**src/rtl/mips_sim_pkg.sv**
```systemverilog
// Shared types and constants for the MIPS run controller: FSM states, exit-reason codes and the
// default magic exit-store address.
package mips_sim_pkg;

  typedef enum logic [1:0] {
    StIdle,
    StReset,
    StRun,
    StDone
  } run_state_e;

  localparam logic [1:0] EXIT_NONE    = 2'd0;
  localparam logic [1:0] EXIT_STORE   = 2'd1;
  localparam logic [1:0] EXIT_HALT    = 2'd2;
  localparam logic [1:0] EXIT_TIMEOUT = 2'd3;

  localparam logic [31:0] DEFAULT_EXIT_ADDR = 32'hFFFF_FFFC;

endpackage

```
**src/rtl/halt_detector.sv**
```systemverilog
// Flags a CPU self-loop: the PC has matched its previous-cycle value on HALT_REPEAT consecutive
// tracked cycles. clear_i drops history so the first tracked cycle never compares.
module halt_detector #(
  parameter int unsigned HALT_REPEAT = 4
) (
  input  logic        clk_i,
  input  logic        rst_i,
  input  logic        clear_i,
  input  logic [31:0] pc_i,
  output logic        halted_o
);

  logic [31:0] prev_q;
  logic [31:0] rep_q;
  logic        valid_q;
  logic        same;

  assign same     = valid_q && (pc_i == prev_q);
  // rep_q counts earlier matches, so the current match completes the run
  assign halted_o = (HALT_REPEAT != 0) && same && (rep_q == HALT_REPEAT - 1);

  always_ff @(posedge clk_i) begin
    if (rst_i || clear_i) begin
      prev_q  <= '0;
      rep_q   <= '0;
      valid_q <= 1'b0;
    end else begin
      prev_q  <= pc_i;
      valid_q <= 1'b1;
      if (same) begin
        rep_q <= (&rep_q) ? rep_q : rep_q + 32'd1;
      end else begin
        rep_q <= '0;
      end
    end
  end

endmodule

```
**src/rtl/mips_run_controller.sv**
```systemverilog
// Sequences a single-cycle MIPS CPU through reset, a bounded run and a frozen stop, and reports
// whether the run ended on an exit store, a self-loop halt or the cycle budget.
module mips_run_controller
  import mips_sim_pkg::*;
#(
  parameter int unsigned RESET_CYCLES = 1,
  parameter int unsigned MAX_CYCLES   = 6,
  parameter int unsigned HALT_REPEAT  = 4,
  parameter logic [31:0] EXIT_ADDR    = DEFAULT_EXIT_ADDR,
  parameter int unsigned CNT_WIDTH    = 32
) (
  input  logic                 clock,
  input  logic                 reset,
  input  logic                 start,
  input  logic [31:0]          cpu_pc,
  input  logic                 cpu_mem_write,
  input  logic [31:0]          cpu_mem_addr,
  input  logic [31:0]          cpu_mem_wdata,
  output logic                 cpu_reset_n,
  output logic                 cpu_run,
  output logic                 busy,
  output logic                 done,
  output logic                 pass,
  output logic                 timeout,
  output logic [1:0]           exit_reason,
  output logic [31:0]          exit_code,
  output logic [CNT_WIDTH-1:0] cycle_count
);

  localparam int unsigned          RcWidth = (RESET_CYCLES > 1) ? $clog2(RESET_CYCLES) : 1;
  localparam logic [RcWidth-1:0]   RcLoad  = RcWidth'(RESET_CYCLES - 1);
  localparam logic [CNT_WIDTH-1:0] CntLast = CNT_WIDTH'(MAX_CYCLES - 1);

  run_state_e           state_q;
  logic [RcWidth-1:0]   rst_cnt_q;
  logic                 cpu_reset_n_q, cpu_run_q, busy_q, done_q, pass_q, timeout_q;
  logic [1:0]           reason_q;
  logic [31:0]          code_q;
  logic [CNT_WIDTH-1:0] count_q;

  logic                 halted;
  logic                 exit_store;
  logic                 budget_out;
  logic [CNT_WIDTH-1:0] count_inc;

  assign exit_store = cpu_mem_write && (cpu_mem_addr == EXIT_ADDR);
  assign budget_out = (MAX_CYCLES != 0) && (count_q == CntLast);
  // Saturation only matters with the budget disabled; otherwise the run ends first
  assign count_inc  = (&count_q) ? count_q : count_q + CNT_WIDTH'(1);

  halt_detector #(
    .HALT_REPEAT (HALT_REPEAT)
  ) u_halt_detector (
    .clk_i    (clock),
    .rst_i    (reset),
    .clear_i  (state_q != StRun),
    .pc_i     (cpu_pc),
    .halted_o (halted)
  );

  always_ff @(posedge clock) begin
    if (reset) begin
      state_q       <= StIdle;
      rst_cnt_q     <= '0;
      cpu_reset_n_q <= 1'b0;
      cpu_run_q     <= 1'b0;
      busy_q        <= 1'b0;
      done_q        <= 1'b0;
      pass_q        <= 1'b0;
      timeout_q     <= 1'b0;
      reason_q      <= EXIT_NONE;
      code_q        <= '0;
      count_q       <= '0;
    end else begin
      unique case (state_q)
        StIdle, StDone: begin
          if (start) begin
            state_q       <= StReset;
            rst_cnt_q     <= RcLoad;
            cpu_reset_n_q <= 1'b0;
            cpu_run_q     <= 1'b0;
            busy_q        <= 1'b1;
            done_q        <= 1'b0;
            pass_q        <= 1'b0;
            timeout_q     <= 1'b0;
            reason_q      <= EXIT_NONE;
            code_q        <= '0;
            count_q       <= '0;
          end
        end
        StReset: begin
          if (rst_cnt_q == '0) begin
            state_q       <= StRun;
            cpu_reset_n_q <= 1'b1;
            cpu_run_q     <= 1'b1;
          end else begin
            rst_cnt_q <= rst_cnt_q - RcWidth'(1);
          end
        end
        StRun: begin
          count_q <= count_inc;
          if (exit_store || halted || budget_out) begin
            state_q   <= StDone;
            cpu_run_q <= 1'b0;
            busy_q    <= 1'b0;
            done_q    <= 1'b1;
          end
          if (exit_store) begin
            reason_q <= EXIT_STORE;
            code_q   <= cpu_mem_wdata;
            pass_q   <= (cpu_mem_wdata == 32'd0);
          end else if (halted) begin
            reason_q <= EXIT_HALT;
            pass_q   <= 1'b1;
          end else if (budget_out) begin
            reason_q  <= EXIT_TIMEOUT;
            timeout_q <= 1'b1;
            pass_q    <= 1'b0;
          end
        end
      endcase
    end
  end

  assign cpu_reset_n = cpu_reset_n_q;
  assign cpu_run     = cpu_run_q;
  assign busy        = busy_q;
  assign done        = done_q;
  assign pass        = pass_q;
  assign timeout     = timeout_q;
  assign exit_reason = reason_q;
  assign exit_code   = code_q;
  assign cycle_count = count_q;

endmodule

```
**config.mk**
```make
export PLATFORM = sky130hd
export DESIGN_NAME = mips_run_controller
export DESIGN_NICKNAME = d
export VERILOG_FILES = /design/src/rtl/mips_sim_pkg.sv /design/src/rtl/halt_detector.sv /design/src/rtl/mips_run_controller.sv
export SDC_FILE = /design/constraint.sdc
export NUM_CORES = 1
export LEC_CHECK = 0
export ABC_AREA = 1
export ABC_CLOCK_PERIOD_IN_PS = 2000
export CORE_MARGIN = 2
export CORE_UTILIZATION = 44
export DETAILED_ROUTE_END_ITERATION = 12
export HOLD_SLACK_MARGIN = 0.12
export PLACE_DENSITY = 0.71
export SYNTH_ARGS = -nofsm -noshare
export SYNTH_HDL_FRONTEND = slang
export SYNTH_HIERARCHICAL = 1
export SYNTH_SLANG_ARGS = --single-unit
export TNS_END_PERCENT = 1
```
**constraint.sdc**
```tcl
create_clock -name clock -period 2 [get_ports clock]
set_input_delay 0.2 -clock clock [delete_from_list [all_inputs] [get_ports clock]]
set_output_delay 0.2 -clock clock [all_outputs]
set_load 0.02 [all_outputs]
```
-- Word level (Yosys, flattened, before mapping)
Index checks and enable logic that the tools add are counted.
- output and inout bits: 72
- input bits: 100
- register bits after elaboration: 140
- word-level logic and storage cells: 91
- mux-type cells: 34
- reduce and logical (&&, ||, !) cells: 22
- bitwise gates (word level): 1
- equality and inequality tests: 17
- $add $sub $neg: 3
- operators with widths (cell ; number):
    $pmux 32 s2 ; 2
    $mux 32 ; 3
    $add 32x1->32 const B ; 2
    $reduce_and 32->1 ; 2
    $eq 32x2->1 const B ; 1
    $eq 32x3->1 const B ; 1
    $eq 32x32->1 ; 1
    $eq 32x32->1 const B ; 1
    $logic_not 32->1 ; 1
    $ne 2x2->1 const B ; 9
    $reduce_and 3->1 ; 6
    $mux 2 ; 7
    $mux 1 ; 13
    $pmux 1 s2 ; 6
    $pmux 2 s3 ; 1
    $reduce_and 5->1 ; 1
    $eq 2x2->1 const B ; 2
    $ne 4x4->1 const B ; 1
    $pmux 2 s2 ; 1
    $reduce_bool 2->1 ; 2
    $reduce_or 2->1 ; 2
    $logic_and 1x1->1 ; 3
    $logic_or 1x1->1 ; 3
    $pmux 1 s3 ; 1
    5 further kinds ; 5

-- Logic depth before layout (Yosys ltp)
- word-level depth: 7
- depth in mapped cells: 18
- mapped depth without buffers: 18

-- By module
Netlist, hierarchy kept.
- modules (own cells, without submodules) (module ; cells an instance ; area an instance (µm²) ; instances ; seq. area each (µm²)):
    mips_run_controller ; 621 ; 4028.9 ; 1 ; 1481.4
    halt_detector ; 537 ; 3460.8 ; 1 ; 1301.2

-- Worst setup path after synthesis
No wires, ideal clock.
- path kind: register to register
- start point: register u_halt_detector.rep_q[0]
- end point: register busy_q, in the netlist busy
- library setup time: 0.115 ns
- required time: 1.885 ns
- period minus slack after synthesis: 1.913 ns
- path buffers: 1
- cell stages (with the launch flop): 16
- arrival time: 1.798 ns
- slack: 0.087 ns
- path through: dfxtp_1 -> ha_1 -> inv_1 -> nor3_1 -> nand4_1 -> nor3_1 -> nand4_1 -> nor2_1 -> inv_1 -> nand2_1 -> inv_1 -> nand2_1 -> buf_2 -> nand3_1 -> nand2_1 -> nor2_1
- word-level cells in the longest chain between the ends: 6
- ends and longest elaborated chain (element ; line ; RTL):
    from (decl) ; halt_detector.sv:14 ; logic [31:0] rep_q;
    from (signal assigned) ; halt_detector.sv:31 ; rep_q <= (&rep_q) ? rep_q : rep_q + 32'd1;
    $eq 32x2->1 ; halt_detector.sv:20 ; assign halted_o = (HALT_REPEAT != 0) && same && (rep_q == HALT_REPEAT - 1);
    $logic_and 1x1->1 ; halt_detector.sv:20 ;
    net halted ; mips_run_controller.sv:41 ; logic halted;
    $logic_or 1x1->1 (2 in series) ; mips_run_controller.sv:102 ; if (exit_store || halted || budget_out) begin
    $ne 2x2->1 (no source line) ; -- ;
    $reduce_and 3->1 (no source line) ; -- ;
    to (signal assigned) ; mips_run_controller.sv:67 ; busy_q <= 1'b0;
    to (signal assigned) ; mips_run_controller.sv:82 ; busy_q <= 1'b1;
    to (signal assigned) ; mips_run_controller.sv:105 ; busy_q <= 1'b0;
    to (decl) ; mips_run_controller.sv:36 ; logic cpu_reset_n_q, cpu_run_q, busy_q, done_q, pass_q, timeout_q;
The timed path passes the listed nets, and every way through them passes these cells.
A chain may end at the register's enable or synchronous reset.

-- Worst setup path after layout
- start point: register u_halt_detector.rep_q[1]
- end point: register reason_q[0], in the netlist exit_reason[0]
- word-level cells in the longest chain between the ends: 5
- elaborated cells between the ends (all ways): 7
- those cells by class: 2 x eq/ne; 3 x mux; 2 x reduce/logical
- ends and longest elaborated chain (element ; line ; RTL):
    $eq 32x2->1 * ; halt_detector.sv:20 ;
    $logic_and 1x1->1 * ; halt_detector.sv:20 ;
    net halted ; mips_run_controller.sv:41 ;
    $mux 2 ; mips_run_controller.sv:112 ; end else if (halted) begin
    $mux 2 ; mips_run_controller.sv:108 ; if (exit_store) begin
    $pmux 2 s2 ; mips_run_controller.sv:75 ; unique case (state_q)
    to (signal assigned) ; mips_run_controller.sv:109 ; reason_q <= EXIT_STORE;
    to (signal assigned) ; mips_run_controller.sv:113 ; reason_q <= EXIT_HALT;
    to (signal assigned) ; mips_run_controller.sv:116 ; reason_q <= EXIT_TIMEOUT;
    to (decl) ; mips_run_controller.sv:37 ; logic [1:0] reason_q;
The timed path passes the listed nets; every way through them passes the cells marked *.

==> results.cfg <==
[place]
place_area_mm2 = 0.009874
io_buffers = 171
hpwl_um = 15820
gp_congestion = 0.9174
place_ws_ns = -0.3789
placed_cells = 1595

[layout]
fill_cells = 1588
layout-drive-gt1-share_pct = 14.61
seqCellArea_mm2 = 0.002785
stdcell_area_mm2 = 0.01054
antenna_cells = 0
final_cells = 1630
multi_input_area_mm2 = 0.004090
fin_nets = 1503
syn_to_final_growth_pct = 40.66

[power_and_ir_drop]
leakage_nw = 4.113
irDropWorstVdd_v = 0.0008438
powerDensity_mw_per_mm2 = 909.5

[drt]
drc_errors = 0
drt_iter0_markers = 449
ant_nets = 0
wl_per_cell_um = 12.77
drt-pass1-iter-count = 5
vias = 7822
routed_via_density = 4.799
wl_um = 20810

[worst_setup_path]
critical_path_class = reg2reg
startpoint_type = flop
cp_slowest_stage_delay_ns = 0.35
cp_max_fo = 5
path_delay_family = simple AND/OR/NAND/NOR gates
crit_chain = ha_4 -> inv_2 -> nor3_2 -> nand4_1 -> nor3_2 -> nand4_1 -> nor2_2 -> inv_1 -> nand2_1 -> inv_1 -> nand2_2 -> buf_4 -> nand3_1 -> nand2_1 -> nor2_1
critPathBufInv = 4
required_ns = 2.32
cp.arrival_ns = 2.37
cp-end-kind = flop
cp_slowest_cell = dfxtp_2

[yosys]
synth_top_family_by_area = simple AND/OR/NAND/NOR gates
synth-xor-area-share_pct = 3.742
ys_seq_elements = 139
synthArstFlopShare_pct = 0
syn_nets = 1264
synth_compound_area_share_pct = 6.315
synth.avg_cell_area_um2 = 6.468
syn_area_mm2 = 0.007490
synth_edf_count = 0
syn_inst = 1158
yosys.area_share.simple_pct = 42.72
ys_warn_count = 6
synth-seq-area-share_pct = 37.15
synth_fa_ha_area_share_pct = 1.002
synthFlopType = dfxtp_1
synth.distinct_cells = 41
synth_mux_area_share_pct = 0

[floorplan]
io-pin-count = 172
initial_core_util_pct = 45.16
die_h_um = 134.5
die_area_mm2 = 0.01808
fp.dieW_um = 134.5
coreArea_mm2 = 0.01658
num_rows = 47

[grt]
grt_pass1_wl_um = 34110
grt_usage_pct = 23.23
grt_max_degree = 41
grt_overflow = 0
grt_pass1_vias = 7250
antenna_found_initial = 0

[timing]
hold_violations = 0
worstMarginPinSlew_ns = 0.4566
period_needed_ns = 2.052
fin_ws_ns = -0.05197
clock_skew_ns = 0.008540
fmax_mhz = 487.3
period_share_pct = 102.6
slew_viol_final = 0
holdWs_ns = 0.3503
setup_viol = 4
slew_headroom_pct = 69.28
rsz0062_at_grt = yes
setup_tns_ns = -0.1780

[cts]
ctsLongestPathBuffers = 2
cts_buffers = 17
cts_tree = built
clk_transition_reported_paths_ns = 0.06
worstSkewPairLatency_ns = 0.42
clockRootBuffer = clkbuf_16
h-tree-depth = 4
clock-sinks = 139

[hold_path]
hp-class = in2reg

[run_status]
status = finished with violations
violations = setup timing

[job]
cap_violations = 0
final timing paths:
kind                                 start                    endpoint  slack, ns  depth (start not counted)
setup / recovery  u_halt_detector/rep_q[1]              exit_reason[0]      -0.05                         15
hold / removal                  cpu_pc[17]  u_halt_detector/prev_q[17]       0.35                          3
setup reg to reg  u_halt_detector/rep_q[1]              exit_reason[0]      -0.05                         15
hold reg to reg               exit_code[4]                exit_code[4]       0.46                          2
worst min-delay path, stage by stage:
cell and delay (ns):
clkdlybuf4s50_1 0.39, inv_1 0.08, nor2_1 0.05
cells by family after synthesis:
logic type	after synthesis
compound gates	80
xor+xnor	32
fa+ha+maj	6
buf+inv	157
flops	139
simple gates	744
Yosys cell counts (3+ instances only):
| master | instances | area share, % |
|---|---|---|
| a21oi_1 | 46 | 3.1 |
| buf_2 | 7 | 0.47 |
| nand2_4 | 3 | 0.45 |
| inv_2 | 11 | 0.55 |
| nand3_1 | 74 | 4.9 |
| nor4_1 | 4 | 0.33 |
| nor3_1 | 21 | 1.4 |
| o22ai_1 | 3 | 0.25 |
| xor2_1 | 17 | 2.0 |
| inv_1 | 113 | 5.7 |
| ha_1 | 6 | 1.0 |
| buf_1 | 4 | 0.20 |
| o21ai_1 | 6 | 0.40 |
| dfxtp_1 | 139 | 37 |
| nand2_1 | 304 | 15 |
| nor2_2 | 28 | 2.3 |
| nand4_1 | 17 | 1.4 |
| xnor2_1 | 15 | 1.8 |
| nand3b_1 | 4 | 0.40 |
| nor2_1 | 268 | 13 |
| clkbuf_1 | 12 | 0.60 |
| o21ai_0 | 10 | 0.67 |
| a21oi_2 | 11 | 1.3 |
| nand2_2 | 10 | 0.84 |
power breakdown:
| part | leakage (nW) | switching, W | internal [W] |
|---|---|---|---|
| clock | 0.255 | 0.00127 | 0.00170 |
| combinational | 2.73 | 0.00204 | 0.00144 |
| sequential | 1.12 | 0.000129 | 0.00301 |
| total | 4.11 | 0.00344 | 0.00615 |
metrics by stage:
step / util (%) / total power [W]
after floorplan: - / 0.005235
after global placement: 59.54 / 0.006496
after detailed placement: 59.54 / 0.006522
after CTS: 63.09 / 0.009521
after global routing: 63.53 / 0.01010
final: 63.53 / 0.009581
layout make-up:
| type | instances | share of cell area [%] |
|---|---|---|
| multi-input combinational | 862 | 38.82 |
| sequential | 139 | 26.44 |
| timing repair buffer | 250 | 22.23 |
| inverter | 127 | 4.620 |
| clock buffer | 21 | 4.466 |
| tap | 220 | 2.613 |
| clock inverter | 11 | 0.8076 |
sequential cells by signal, summed over array words and instances (netlist names):
| name | flops |
|---|---|
| busy | 1 |
| u_halt_detector/rep_q | 32 |
| exit_code | 32 |
| exit_reason | 2 |
| timeout | 1 |
| cpu_run | 1 |
| done | 1 |
| u_halt_detector/valid_q | 1 |
| pass | 1 |
| state_q | 2 |
| u_halt_detector/prev_q | 32 |
| cycle_count | 32 |
| cpu_reset_n | 1 |
metal layers:
layer	vias to the layer above	GRT usage [%]	wire length, µm
li1	4089	-	-
met1	3494	30.85	9604
met2	207	37.27	9532
met3	32	5.931	1253
met4	0	7.076	417
met5	-	0	0
repair_timing:
| action | in CTS | in global routing |
|---|---|---|
| setup buffers | 1 | 1 |
| hold endpoints to repair | 1 | 0 |
| gates resized for setup | 4 | 21 |
| pin swaps | 3 | 6 |
| setup endpoints to repair | 9 | 52 |
| hold buffers | 1 | 0 |
placed cells by master (no fill, tap or decap), drive strengths merged, types with 15 or more instances in the layout:
| master | synthesis | routed |
|---|---|---|
| a21oi | 59 | 59 |
| buf | 18 | 79 |
| clkbuf | 12 | 21 |
| clkdlybuf4s50 | 0 | 170 |
| dfxtp | 139 | 139 |
| inv | 125 | 130 |
| nand2 | 317 | 317 |
| nand3 | 75 | 75 |
| nand4 | 18 | 18 |
| nor2 | 300 | 300 |
| nor3 | 25 | 25 |
| o21ai | 16 | 16 |
| xnor2 | 15 | 15 |
| xor2 | 17 | 17 |
(Power assumes the default switching activity.)
